===== src/rtl/tex_scan_loader.sv =====
// Serial scan frame loader for the texture RAM.
// Frames arrive on phi1/phi2/scan_in. A latch strobe commits a frame as one
// RAM write. All inputs are asynchronous and are synchronized first.
// Write handshake: a write is offered while tex_we is high. tex_addr and
// tex_wdata stay stable while it is offered. The write is accepted on the
// clock edge where tex_we and tex_ready are both high.
module tex_scan_loader #(
  parameter int ADDR_W      = 11,
  parameter int DATA_W      = 8,
  parameter int SYNC_STAGES = 2
) (
  input  logic              clk,
  input  logic              rst,
  input  logic              phi1,
  input  logic              phi2,
  input  logic              scan_in,
  input  logic              latch,
  output logic              tex_we,
  input  logic              tex_ready,
  output logic [ADDR_W-1:0] tex_addr,
  output logic [DATA_W-1:0] tex_wdata,
  output logic              frame_err,
  output logic [ADDR_W:0]   wr_count,
  output logic              load_done
);

  localparam int FW = 1 + ADDR_W + DATA_W;
  localparam int CW = $clog2(FW + 2);
  localparam logic [CW-1:0]   CNT_FULL = CW'(FW);
  localparam logic [CW-1:0]   CNT_SAT  = CW'(FW + 1);
  localparam logic [ADDR_W:0] WR_MAX   = {1'b1, {ADDR_W{1'b0}}};

  typedef enum logic {IDLE, PEND} state_t;

  state_t state, state_nxt;

  logic [SYNC_STAGES-1:0] phi1_sync, phi2_sync, scan_sync, latch_sync;
  logic phi1_q, phi2_q, latch_q;
  logic phi1_s, phi2_s, scan_s, latch_s;
  logic phi1_rise, phi2_rise, latch_rise;

  logic          master;
  logic [FW-1:0] shreg;
  logic [CW-1:0] bit_cnt;
  logic          frame_ok;
  logic          load_frame, drop_frame, write_done;

  assign phi1_s  = phi1_sync[SYNC_STAGES-1];
  assign phi2_s  = phi2_sync[SYNC_STAGES-1];
  assign scan_s  = scan_sync[SYNC_STAGES-1];
  assign latch_s = latch_sync[SYNC_STAGES-1];

  assign phi1_rise  = phi1_s & ~phi1_q;
  assign phi2_rise  = phi2_s & ~phi2_q;
  assign latch_rise = latch_s & ~latch_q;

  // The frame is well-formed when exactly FW bits arrived and the start bit is set.
  assign frame_ok  = (bit_cnt == CNT_FULL) && shreg[FW-1];
  assign load_done = wr_count[ADDR_W];

  // Synchronizer chains plus one delayed copy of each strobe for edge detection.
  always_ff @(posedge clk or posedge rst) begin
    if (rst) begin
      phi1_sync  <= '0;
      phi2_sync  <= '0;
      scan_sync  <= '0;
      latch_sync <= '0;
      phi1_q     <= 1'b0;
      phi2_q     <= 1'b0;
      latch_q    <= 1'b0;
    end else begin
      phi1_sync  <= {phi1_sync[SYNC_STAGES-2:0], phi1};
      phi2_sync  <= {phi2_sync[SYNC_STAGES-2:0], phi2};
      scan_sync  <= {scan_sync[SYNC_STAGES-2:0], scan_in};
      latch_sync <= {latch_sync[SYNC_STAGES-2:0], latch};
      phi1_q     <= phi1_s;
      phi2_q     <= phi2_s;
      latch_q    <= latch_s;
    end
  end

  // Master/slave scan capture. Every latch edge restarts the bit count.
  always_ff @(posedge clk or posedge rst) begin
    if (rst) begin
      master  <= 1'b0;
      shreg   <= '0;
      bit_cnt <= '0;
    end else begin
      if (phi1_rise) master <= scan_s;
      if (phi2_rise) shreg <= {shreg[FW-2:0], master};
      if (latch_rise) begin
        bit_cnt <= '0;
      end else if (phi2_rise && (bit_cnt != CNT_SAT)) begin
        bit_cnt <= bit_cnt + CW'(1);
      end
    end
  end

  // FSM state register.
  always_ff @(posedge clk or posedge rst) begin
    if (rst) state <= IDLE;
    else     state <= state_nxt;
  end

  // Next-state and control strobes. A latch edge while a write is pending is an overrun.
  always_comb begin
    state_nxt  = state;
    load_frame = 1'b0;
    drop_frame = 1'b0;
    write_done = 1'b0;
    case (state)
      IDLE: begin
        if (latch_rise) begin
          if (frame_ok) begin
            load_frame = 1'b1;
            state_nxt  = PEND;
          end else begin
            drop_frame = 1'b1;
          end
        end
      end
      PEND: begin
        if (latch_rise) drop_frame = 1'b1;
        if (tex_we && tex_ready) begin
          write_done = 1'b1;
          state_nxt  = IDLE;
        end
      end
      default: state_nxt = IDLE;
    endcase
  end

  // Registered write port, error pulse and saturating write counter.
  always_ff @(posedge clk or posedge rst) begin
    if (rst) begin
      tex_we    <= 1'b0;
      tex_addr  <= '0;
      tex_wdata <= '0;
      frame_err <= 1'b0;
      wr_count  <= '0;
    end else begin
      frame_err <= drop_frame;
      if (load_frame) begin
        tex_we    <= 1'b1;
        tex_addr  <= shreg[DATA_W +: ADDR_W];
        tex_wdata <= shreg[DATA_W-1:0];
      end else if (write_done) begin
        tex_we <= 1'b0;
        if (wr_count != WR_MAX) wr_count <= wr_count + (ADDR_W+1)'(1);
      end
    end
  end

endmodule


===== config.mk =====
export PLATFORM = sky130hd
export DESIGN_NAME = tex_scan_loader
export DESIGN_NICKNAME = d
export VERILOG_FILES = /design/src/rtl/tex_scan_loader.sv
export SDC_FILE = /design/constraint.sdc
export NUM_CORES = 1
export LEC_CHECK = 0
export ABC_AREA = 1
export BUFFER_PORTS_ARGS = -buffer_cell sky130_fd_sc_hd__buf_2
export CORE_AREA = 5 5 88 90
export DETAILED_ROUTE_END_ITERATION = 16
export DIE_AREA = 0 0 93 95
export SLEW_MARGIN = 20
export SYNTH_ARGS = -nofsm -noshare
export SYNTH_HDL_FRONTEND = slang
export SYNTH_SLANG_ARGS = --single-unit

===== constraint.sdc =====
create_clock -name clk -period 6.65 [get_ports clk]
set_input_delay 0.9975 -clock clk [delete_from_list [all_inputs] [get_ports clk]]
set_output_delay 0.9975 -clock clk [all_outputs]
set_load 0.02 [all_outputs]

==> results of run 1 <==
[cell usage after synthesis (3+ instances only)]
master / instances
nand2_1: 112
a21oi_1: 3
nor2_2: 3
ha_1: 5
nand4_1: 3
dfrtp_1: 71
nor2_1: 18
nand3b_1: 3
clkbuf_1: 3
buf_2: 5
o21ai_1: 19
o21ai_0: 22
nand3_1: 17
xor2_1: 5
inv_1: 34
[kinds of logic after synthesis]
kind of cell / count (synthesis)
adders and majority gates: 5
DFF: 71
and+or+nand+nor: 159
buffers and inverters: 48
xor gates and xnor gates: 7
AOI/OAI and AO/OA: 45
[path summary, 6_finish.rpt]
| path | endpoint | slack, ns | cells past startpoint |
|---|---|---|---|
| max reg2reg | wr_count[9] | 5.03 | 9 |
| min reg2reg | latch_sync[1] | 0.35 | 0 |
| min in group asynchronous | tex_wdata[2] | 0.90 | 3 |
| max | wr_count[4] | 4.62 | 1 |
| max in group asynchronous | shreg[16] | 5.18 | 3 |
| min | latch_sync[1] | 0.35 | 0 |
[registers in the layout, summed over array words and instances (netlist names)]
signal,flops
phi1_sync,2
phi2_q,1
tex_wdata,8
wr_count,12
scan_sync,2
state,1
phi2_sync,2
latch_q,1
phi1_q,1
master,1
frame_err,1
tex_we,1
shreg,20
tex_addr,11
latch_sync,2
bit_cnt,5
[metrics by stage]
step / instances / instance area [um^2] / hold WS, ns / total power [mW] / utilization [%]
2_1_floorplan: 335 / 2980 / 0.331 / 0.552 / -
3_3_place_gp: 449 / 3240 / 0.332 / 0.577 / 46.5
3_5_place_dp: 449 / 3240 / 0.337 / 0.579 / 46.5
4_1_cts: 465 / 3440 / 0.354 / 0.931 / 49.3
5_1_grt: 465 / 3440 / 0.362 / 0.971 / 49.3
6_report: 465 / 3440 / 0.352 / 0.918 / 49.3
[power groups by stage]
stage	clock network [mW]	logic (mW)	registers [mW]
2_1_floorplan	0	0.0561	0.496
3_3_place_gp	0	0.0806	0.497
3_5_place_dp	0	0.0822	0.497
4_1_cts	0.359	0.0827	0.490
5_1_grt	0.381	0.0955	0.494
6_report	0.348	0.0803	0.489
[placed cells by master (no fill, tap or decap), drive strengths merged]
| master | count |
|---|---|
| nand2 | 114 |
| buf | 43 |
| and2 | 1 |
| inv | 39 |
| xor2 | 5 |
| clkinv | 3 |
| dfrtp | 71 |
| nand3 | 17 |
| nand3b | 3 |
| clkbuf | 9 |
| nor2 | 21 |
| ha | 5 |
| a31oi | 1 |
| a21oi | 3 |
| nand4 | 3 |
| bufinv | 1 |
| xnor2 | 2 |
| clkinvlp | 1 |
| o21ai | 41 |
[routing by layer]
layer	up-vias	GRT usage (%)	share of wire [%]
met5	-	0	0
met1	1006	17.8	48
met4	0	6.59	2.1
met3	9	4.54	4.2
met2	41	20.8	46
li1	1134	-	-
[area by class of cell]
class                      instances  area, um^2  share of cell area, %
clock buffer                       9         124                   3.60
timing repair buffer              43         223                   6.47
sequential                        71        1780                   51.6
multi-input combinational        216        1000                   29.1
tap                               82         103                   2.98
inverter                          37         139                   4.03
clock inverter                     7        77.6                   2.25
==> results.rst, run 1 <==
.. list-table::
   :header-rows: 1

   * - Metric
     - Value
   * - Slowest cell on crit path
     - dfrtp_1
   * - Peak per-stage delay on the critical path
     - 0.48 ns
   * - Overall overflow remaining after global route
     - 0
   * - Half-perimeter wire length after detailed placement
     - 3.78 mm
   * - Total number of clock tree sinks
     - 71
   * - First element of the critical path
     - wr_count[4]
   * - Fraction of synthesized cell area taken by the top area cell type
     - 59.6%
   * - # resized after CTS
     - 0
   * - GRT Resource Usage Total
     - 13.7%
   * - Sequential element share of the synthesized area
     - 59.6%
   * - Cell taking the most area after synthesis
     - dfrtp_1
   * - Post-CTS repair timing setup buffer count
     - 0
   * - Fraction of synthesis flops using an asynchronous set or reset pin
     - 100%
   * - Transition at the pin with the smallest max-transition slack
     - 0.868 ns
   * - Number of pins with negative max-slew slack in the final report
     - 0
   * - Minimum clock period after layout
     - 2.03 ns
   * - Die area
     - 0.00884 mm^2
   * - Share of final-layout standard cells stronger than drive strength 1
     - 17.5%
   * - Post-Syn Area per Cell
     - 8.90 um^2
   * - P&R area growth vs syn
     - 15.6%
   * - Clock buffer count from CTS
     - 9
   * - Via count normalized by instance count
     - 4.71
   * - Weighted congestion at the end of routability-driven global placement
     - 0.808
   * - Final-layout setup total negative slack
     - 0 ns
   * - Data arrival, critical path
     - 1.03 ns
   * - Net count after synthesis
     - 347
   * - Fraction of power spent switching nets
     - 27.2%
   * - Worst setup margin
     - 4.62 ns
   * - Via count
     - 2190
   * - Critical hold path startpoint
     - latch_sync[0]
   * - Die width
     - 93 um
   * - Worst-case clock skew
     - 0.0125 ns
   * - Combinational family with the most area after synthesis
     - simple AND/OR/NAND/NOR gates
   * - Basic-gate share of the synthesized area counting and, or, nand and nor cells
     - 21.9%
   * - Depth of the CTS H-tree
     - 3
   * - Crit Path Max Fanout
     - 7
   * - Number of remaining DRC errors
     - 0
   * - Drt initial violations
     - 99
   * - Switching Power
     - 0.250 mW
   * - Instance count of the mapped netlist
     - 335
   * - Outcome
     - finished clean
   * - EDFF count, synth
     - 0
   * - Hold Path Class
     - reg2reg
   * - Maximum frequency from static timing analysis
     - 0.492 GHz
   * - Count of antenna-violating nets left after detailed routing
     - 0
   * - Share of synthesized area spent on multiplexers
     - 0%
   * - Type of origin of the critical path
     - flop
   * - Critical path capture point type
     - primary output
   * - Part of the power in registers
     - 53.3%
   * - Worst skew pair latency
     - 0.35 ns
   * - Power per unit of standard cell area
     - 267 mW/mm^2
   * - CTS Hold Bufs
     - 0
   * - Comb pwr share
     - 8.7%
   * - Detail-routed net length per standard cell
     - 11.9 um
   * - Slew Limit Headroom
     - 42.1%
   * - Aggregate routed wire length
     - 5.54 mm
   * - Via count of the first global-routing pass
     - 2053
   * - # rows
     - 31
   * - Number of diodes added for antenna fixing
     - 0
   * - Number of top-level pins
     - 41
   * - Adder-cell share of the synthesized area
     - 2.10%
   * - Startpoint-to-endpoint class of the critical path
     - reg2out
   * - Leakage power
     - 1.76 nW
   * - MaxCap Viol Count
     - 0
   * - Portion of the clock cycle consumed by the worst path in the final layout
     - 30.6%
   * - Maximum number of buffers from clock root to sink
     - 2
   * - Global-route wire length before repair
     - 9.43 mm
   * - Xor and xnor fraction of the mapped netlist area
     - 2.06%
   * - Main flop type after synthesis
     - dfrtp_1
   * - First-pass detailed-route iteration total
     - 4
   * - Cell internal pwr
     - 0.668 mW
   * - Die height
     - 95 um
   * - Largest delay share family, worst path
     - flip-flops
   * - Count of distinct cell types in the synthesized netlist
     - 23
   * - Effective utilization at floorplan
     - 42.7%
   * - Leading cell types by total area after synthesis
     - dfrtp_1 (60%), nand2_1 (14%), inv_1 (4.3%)
   * - Cell area after technology mapping
     - 0.00298 mm^2
   * - Clock input transition at the sequential cells of the worst setup and hold paths
     - 0.08 ns
   * - Post-synthesis compound-gate area fraction
     - 7.60%
   * - Pin count of the biggest net entering global routing
     - 72
   * - Master cell of the clock root buffer
     - clkbuf_8
   * - Sequence of cells on the critical path
     - buf_2
   * - R2r startpoint
     - wr_count[0]
   * - Pre-CTS worst setup slack
     - 4.74 ns
   * - Worst vdd ir
     - 0.150 mV
   * - Core Footprint
     - 0.00698 mm^2
   * - Initial antenna violation count
     - 0
   * - Synthesis Warnings
     - 0
   * - Setup repair after global routing missed its margin
     - no
   * - Flip-flop and latch count after synthesis
     - 71
   * - Layout Nets
     - 390
   * - Number of fill cells
     - 688
   * - Clock tree from TritonCTS
     - built
   * - Clock group share of total power
     - 38.0%
   * - CP bufs+invs
     - 1
   * - Final setup violation count
     - 0
   * - Port buffer count
     - 40
   * - Req. time, crit path
     - 5.65 ns
   * - Count of final hold-check violations
     - 0
(Power assumes the default switching activity.)
==> run 2: changes to the inputs <==
--- a/config.mk
+++ b/config.mk
@@ -5,11 +5,11 @@
 export SDC_FILE = /design/constraint.sdc
 export NUM_CORES = 1
 export LEC_CHECK = 0
-export ABC_AREA = 1
+export ABC_AREA = 0
 export BUFFER_PORTS_ARGS = -buffer_cell sky130_fd_sc_hd__buf_2
-export CORE_AREA = 5 5 88 90
+export CORE_AREA = 5 5 86 88
 export DETAILED_ROUTE_END_ITERATION = 16
-export DIE_AREA = 0 0 93 95
+export DIE_AREA = 0 0 91 93
 export SLEW_MARGIN = 20
 export SYNTH_ARGS = -nofsm -noshare
 export SYNTH_HDL_FRONTEND = slang
==> constraint.sdc (replaced) <==
create_clock -name clk -period 2 [get_ports clk]
set_input_delay 0.3 -clock clk [delete_from_list [all_inputs] [get_ports clk]]
set_output_delay 0.3 -clock clk [all_outputs]
set_load 0.02 [all_outputs]
==> run 2 against run 1 <==
Clock power increased to 3.4 times the previous value; die area decreased by 4.2%; setup slack got worse by 4.2 ns; largest cell class unchanged; non-clock buffer count increased by 2; power increased to 3.2 times the previous value; design area decreased by 2.3%; global-route usage decreased by 0.69 points; critical path type is now reg2reg; highest routed layer unchanged; register-to-register slack got worse by 4.7 ns; flip-flop and latch count unchanged.
==> results.rst, run 2 <==
.. list-table::
   :header-rows: 1

   * - Metric
     - Value
   * - Outcome
     - finished clean
   * - Sequence of cells on the critical path
     - nand3b_2 -> nor4_4 -> buf_12 -> mux2_2
   * - Clock buffer count from CTS
     - 9
   * - Total design power
     - 2.93 mW
   * - Maximum frequency from static timing analysis
     - 0.614 GHz
   * - Count of final hold-check violations
     - 0
   * - Slew Limit Headroom
     - 67.3%
   * - First-pass detailed-route iteration total
     - 4
   * - Final-layout setup total negative slack
     - 0 ns
   * - Fraction of power spent switching nets
     - 23.1%
   * - Layout Nets
     - 302
   * - Power per unit of standard cell area
     - 871 mW/mm^2
   * - Peak per-stage delay on the critical path
     - 0.42 ns
   * - MaxCap Viol Count
     - 0
   * - Post-CTS repair timing setup buffer count
     - 0
   * - # resized after CTS
     - 0
   * - Cell internal pwr
     - 2.25 mW
   * - Critical path capture point type
     - flop
   * - Leading cell types in the layout, fill and taps excluded
     - dfrtp_1 (71), nand2_1 (68), buf_2 (40)
   * - Largest registers ranked by flip-flop count
     - shreg: 20 flops, wr_count: 12 flops, tex_addr: 11 flops
   * - Worst vdd ir
     - 0.494 mV
   * - Data arrival, critical path
     - 1.85 ns
   * - Depth of the CTS H-tree
     - 3
   * - Die height
     - 93 um
   * - Via count normalized by instance count
     - 4.90
   * - Leakage power
     - 1.79 nW
   * - Aggregate routed wire length
     - 4.92 mm
   * - Req. time, crit path
     - 2.22 ns
   * - Share of final-layout standard cells stronger than drive strength 1
     - 27.8%
   * - Post-Syn Area per Cell
     - 11.6 um^2
   * - Max reg flops
     - 20
   * - Worst-case clock skew
     - 0.00841 ns
   * - Switching Power
     - 0.676 mW
   * - Worst skew pair latency
     - 0.33 ns
   * - Drt initial violations
     - 95
   * - Commonest non-fill, non-tap cell in the layout
     - dfrtp_1
   * - Pin count of the biggest net entering global routing
     - 72
   * - # rows
     - 30
   * - Die area
     - 0.00846 mm^2
   * - Most frequently used cell type in the post-synthesis netlist
     - dfrtp_1
   * - Half-perimeter wire length after detailed placement
     - 3.28 mm
   * - Biggest register
     - shreg
   * - Synthesis Warnings
     - 0
   * - Via count
     - 1837
   * - Comb pwr share
     - 5.0%
   * - Leading cell types by total area after synthesis
     - dfrtp_1 (63%), nand2_1 (9.0%), mux2_2 (6.3%)
   * - Number of pins with negative max-slew slack in the final report
     - 0
   * - Cell taking the most area after synthesis
     - dfrtp_1
   * - Number of remaining DRC errors
     - 0
   * - Core Footprint
     - 0.00657 mm^2
   * - Effective utilization at floorplan
     - 43.3%
   * - Crit Path Max Fanout
     - 21
   * - Maximum number of buffers from clock root to sink
     - 2
   * - Slowest cell on crit path
     - dfrtp_1
   * - Setup repair after global routing missed its margin
     - no
   * - Flip-flop and latch count after synthesis
     - 71
   * - Part of the power in registers
     - 54.0%
   * - Clock input transition at the sequential cells of the worst setup and hold paths
     - 0.07 ns
   * - Die width
     - 91 um
   * - Net count after synthesis
     - 256
   * - Master cell of the clock root buffer
     - clkbuf_8
   * - Number of top-level pins
     - 41
   * - Main flop type after synthesis
     - dfrtp_1
   * - Via count of the first global-routing pass
     - 1878
   * - P&R area growth vs syn
     - 18.4%
   * - Count of antenna-violating nets left after detailed routing
     - 0
   * - Cell area after technology mapping
     - 0.00284 mm^2
   * - Count of distinct cell types in the synthesized netlist
     - 32
   * - Detail-routed net length per standard cell
     - 13.1 um
   * - Clock group share of total power
     - 41.0%
   * - Fraction of synthesized cell area taken by the top area cell type
     - 62.5%
   * - Hold Path Class
     - in2async
   * - Number of fill cells
     - 564
   * - Number of diodes added for antenna fixing
     - 0
   * - Overall overflow remaining after global route
     - 0
   * - Type of origin of the critical path
     - flop
   * - EDFF count, synth
     - 0
   * - Clock tree from TritonCTS
     - built
   * - Final setup violation count
     - 0
   * - Sequential element share of the synthesized area
     - 62.5%
   * - Port buffer count
     - 40
   * - Transition at the pin with the smallest max-transition slack
     - 0.483 ns
   * - Fraction of synthesis flops using an asynchronous set or reset pin
     - 100%
   * - Total number of clock tree sinks
     - 71
   * - Weighted congestion at the end of routability-driven global placement
     - 0.728
   * - GRT Resource Usage Total
     - 13.1%
   * - Startpoint-to-endpoint class of the critical path
     - reg2reg
   * - Portion of the clock cycle consumed by the worst path in the final layout
     - 81.4%
   * - Initial antenna violation count
     - 0
   * - Minimum clock period after layout
     - 1.63 ns
   * - CTS Hold Bufs
     - 0
   * - Instance count of the mapped netlist
     - 244
   * - Leading post-synthesis cells by instance count
     - dfrtp_1 (71), nand2_1 (68), mux2_2 (16)
   * - Global-route wire length before repair
     - 8.85 mm
[run 2: changes by cell type in the layout (fill, tap and decap cells not counted), moves of 5 or more]
cell and change:
inv_1 -26, mux2_1 +5, mux2_2 +16, nand2_1 -44, nand3_1 -10, nor2_1 -16, nor3_1 +8, o21ai_0 -18
o21ai_1 -19
[run 2: cell families (layout without fill, tap and decap cells)]
logic type,after synthesis,count (layout),share of synthesized area [%]
and+or+nand+nor,105,105,17.8
DFF,71,71,62.5
muxes,21,21,8.32
buffers and inverters,18,69,3.17
AOI/OAI and AO/OA,14,14,2.91
xor gates and xnor gates,10,10,3.08
adders and majority gates,5,5,2.20
[run 2: cell type report]
class                   instances  area, um^2  area share [%]
clock buffers                  12         165            4.91
clock inverters                 4        51.3            1.52
inverters                       8        33.8            1.00
multi-input cells             155         975            29.0
flip-flops and latches         71        1780            52.8
well taps                      80         100            2.98
repair buffers                 45         263            7.81
[run 2: path summary, 6_finish.rpt]
path | end | depth (start not counted) | start | slack [ns]
min in group clk | phi2_sync[0] | 1 | phi2 | 0.07
max in group asynchronous | wr_count[0] | 3 | rst | 1.66
max reg2reg | tex_addr[4] | 4 | bit_cnt[3] | 0.37
min reg2reg | scan_sync[1] | 0 | scan_sync[0] | 0.35
min | phi1_sync[1] | 3 | rst | 0.06
max | tex_addr[4] | 4 | bit_cnt[3] | 0.37
[run 2: metrics by stage]
step           worst slack [ns]  std cells  utilization (%)  area [um^2]  hold WS, ns
2_1_floorplan             0.392        244                -         2850        0.331
6_report                  0.371        375             51.2         3360       0.0554
3_5_place_dp              0.382        359             47.9         3150        0.341
5_1_grt                   0.279        375             51.2         3360       0.0452
3_3_place_gp              0.386        359             47.9         3150        0.332
4_1_cts                   0.374        375             51.2         3360       0.0487
[run 2: critical path, delay by kind of cell, from the launching register on]
family / cells / cell delay (ns)
AND/OR/NAND/NOR: 2 / 0.53
flip-flops: 1 / 0.42
multiplexers: 1 / 0.35
buffers and inverters: 1 / 0.21
[run 2: metal layers]
| metal | track usage, % | wire length [um] | share of wire (%) | up-vias |
|---|---|---|---|---|
| li1 | - | - | - | 906 |
| met1 | 17.1 | 2310 | 47 | 888 |
| met2 | 19.3 | 2290 | 47 | 35 |
| met3 | 3.70 | 220 | 4.5 | 8 |
| met4 | 7.70 | 97 | 2.0 | 0 |
| met5 | 0 | 0 | 0 | - |
[run 2: power by group through the flow]
stage               logic, mW  clock network (mW)  registers, mW
global placement        0.146                   0           1.61
floorplan               0.108                   0           1.59
global route            0.178                1.31           1.59
CTS                     0.152                1.24           1.58
detailed placement      0.152                   0           1.61
finish                  0.147                1.20           1.58
==> run 3: changes to the inputs <==
==> constraint.sdc (replaced) <==
create_clock -name clk -period 1.6 [get_ports clk]
set_input_delay 0.24 -clock clk [delete_from_list [all_inputs] [get_ports clk]]
set_output_delay 0.24 -clock clk [all_outputs]
set_load 0.02 [all_outputs]
==> run 3 against run 2 <==
The flow now finishes with violations (negative setup slack); clock power rose by 23%; register-to-register slack got worse by 0.40 ns; wire length rose by 15%; first-iteration DRC count fell by 14%; critical endpoint is now tex_wdata[1]; largest cell class unchanged; highest routed layer unchanged.
==> results.rst, run 3 (synthesis results as in run 2) <==
.. list-table::
   :header-rows: 1

   * - Metric
     - Value
   * - R2r startpoint
     - bit_cnt[1]
   * - Crit Path Max Fanout
     - 5
   * - Via count of the first global-routing pass
     - 1934
   * - Port buffer count
     - 40
   * - Data arrival, critical path
     - 1.85 ns
   * - Max reg flops
     - 20
   * - Area taken by multi-input logic gates
     - 0.00110 mm^2
   * - GRT Resource Usage Total
     - 13.5%
   * - Part of the power in registers
     - 53.6%
   * - Maximum frequency from static timing analysis
     - 0.615 GHz
   * - Leakage power
     - 1.96 nW
   * - Worst skew pair latency
     - 0.33 ns
   * - Depth of the CTS H-tree
     - 3
   * - Count of antenna-violating nets left after detailed routing
     - 0
   * - Cell internal pwr
     - 2.84 mW
   * - Total number of clock tree sinks
     - 71
   * - Minimum clock period after layout
     - 1.63 ns
   * - First-pass detailed-route iteration total
     - 4
   * - Number of top-level pins
     - 41
   * - Worst-case clock skew
     - 0.00667 ns
   * - Effective utilization at floorplan
     - 43.3%
   * - Finished Core Util
     - 56.9%
   * - Switching Power
     - 0.844 mW
   * - Total design power
     - 3.69 mW
   * - Req. time, crit path
     - 1.82 ns
   * - Global-route wire length before repair
     - 9.20 mm
   * - Number of fill cells
     - 560
   * - Clock input transition at the sequential cells of the worst setup and hold paths
     - 0.07 ns
   * - Clock buffer count from CTS
     - 9
   * - Critical path capture point type
     - flop
   * - Die height
     - 93 um
   * - # rows
     - 30
   * - Transition at the pin with the smallest max-transition slack
     - 0.453 ns
   * - Number of remaining DRC errors
     - 0
   * - Startpoint-to-endpoint class of the critical path
     - reg2reg
   * - Initial antenna violation count
     - 0
   * - Power per unit of standard cell area
     - 987 mW/mm^2
   * - Half-perimeter wire length after detailed placement
     - 3.38 mm
   * - Via count
     - 1937
   * - Share of final-layout standard cells stronger than drive strength 1
     - 37.3%
   * - Maximum number of buffers from clock root to sink
     - 2
   * - Final-layout setup total negative slack
     - -0.204 ns
   * - Overall overflow remaining after global route
     - 0
   * - Type of origin of the critical path
     - flop
   * - Number of pins with negative max-slew slack in the final report
     - 0
   * - Footprint of the flip-flops and latches
     - 0.00178 mm^2
   * - Weighted congestion at the end of routability-driven global placement
     - 0.772
   * - Final setup violation count
     - 15
   * - Clock tree from TritonCTS
     - built
   * - MaxCap Viol Count
     - 0
   * - Commonest non-fill, non-tap cell in the layout
     - dfrtp_1
   * - P&R area growth vs syn
     - 31.6%
   * - Worst setup margin
     - -0.0259 ns
   * - Layout Nets
     - 329
   * - Pin count of the biggest net entering global routing
     - 72
   * - Drt initial violations
     - 82
   * - Non-Filler Instances
     - 402
   * - Pre-CTS worst setup slack
     - 0.0178 ns
   * - Die area
     - 0.00846 mm^2
   * - Master cell of the clock root buffer
     - clkbuf_8
   * - Fraction of power spent switching nets
     - 22.9%
   * - Comb pwr share
     - 6.5%
   * - Number of diodes added for antenna fixing
     - 0
   * - Leading cell types in the layout, fill and taps excluded
     - dfrtp_1 (69), nand2_1 (67), buf_2 (40)
   * - Aggregate routed wire length
     - 5.68 mm
   * - Outcome
     - finished with violations
   * - Biggest register
     - shreg
   * - Detail-routed net length per standard cell
     - 14.1 um
   * - First element of the critical path
     - bit_cnt[1]
   * - Largest registers ranked by flip-flop count
     - shreg: 20 flops, wr_count: 12 flops, tex_addr: 11 flops
   * - Violations in the final reports
     - negative setup slack
   * - Count of final hold-check violations
     - 0
   * - Clock group share of total power
     - 39.9%
   * - Worst vdd ir
     - 0.572 mV
   * - Setup repair after global routing missed its margin
     - yes
   * - Core Footprint
     - 0.00657 mm^2
   * - Via count normalized by instance count
     - 4.82
   * - Portion of the clock cycle consumed by the worst path in the final layout
     - 102%
   * - Number of placed cells counting well taps
     - 375
   * - Die width
     - 91 um
   * - Hold Path Class
     - in2async
   * - Slew Limit Headroom
     - 69.8%
[run 3: cell types whose count changed in the layout (fill, tap and decap cells not counted), sizes merged]
cell         previous run  this run
buf                    45        66
clkinvlp                2         1
clkbuf                 12        15
clkinv                  1         2
inv                     8         7
dlygate4sd3             0         4
[run 3: layout make-up]
type	count	share of cell area (%)
clock inverter	3	1.07
sequential	71	47.6
tap	80	2.68
clock buffer	13	4.52
multi-input combinational	155	29.4
inverter	8	0.904
timing repair buffer	72	13.9
[run 3: layer usage]
metal  track usage [%]  wire length, um  up-vias
met5                 0                0        -
met4              5.99               73        0
met3              3.94              190        8
met2              19.5             2630       28
met1              18.7             2790      942
li1                  -                -      959
[run 3: worst paths after layout]
check,endpoint,depth (start not counted),slack (ns)
max in group asynchronous,state,3,1.29
setup reg to reg,tex_wdata[1],7,-0.03
setup / recovery,tex_wdata[1],7,-0.03
hold reg to reg,scan_sync[1],0,0.35
min in group clk,state,3,0.23
hold / removal,tex_wdata[0],3,0.00008
[run 3: timing repair]
action,4_1_cts,5_1_grt
endpoints found under the setup margin,1,23
hold buffers,4,0
hold endpoints to repair,4,0
resized for setup,3,30
cloned,0,3
pin swaps,2,5
buffers inserted,1,3
[run 3: stage by stage]
stage	hold slack, ns	area [um^2]
final	0.0000824	3740
after CTS	0.00421	3540
after global routing	0.0154	3740
after global placement	0.332	3270
after detailed placement	0.335	3270
after floorplan	0.271	2850
[run 3: critical path, stage by stage (launching register included)]
cell       delay (ns)
dfrtp_1          0.39
inv_2            0.09
ha_4             0.14
nand2_4          0.05
nor4_4           0.22
buf_6            0.17
clkbuf_16        0.16
mux2_4           0.30
[run 3: power by group through the flow]
stage | Clock, mW | Combinational, mW | Sequential [mW]
finish | 1.47 | 0.238 | 1.98
floorplan | 0 | 0.135 | 1.99
global placement | 0 | 0.202 | 2.00
global route | 1.61 | 0.283 | 1.99
detailed placement | 0 | 0.207 | 2.00
CTS | 1.51 | 0.216 | 1.97
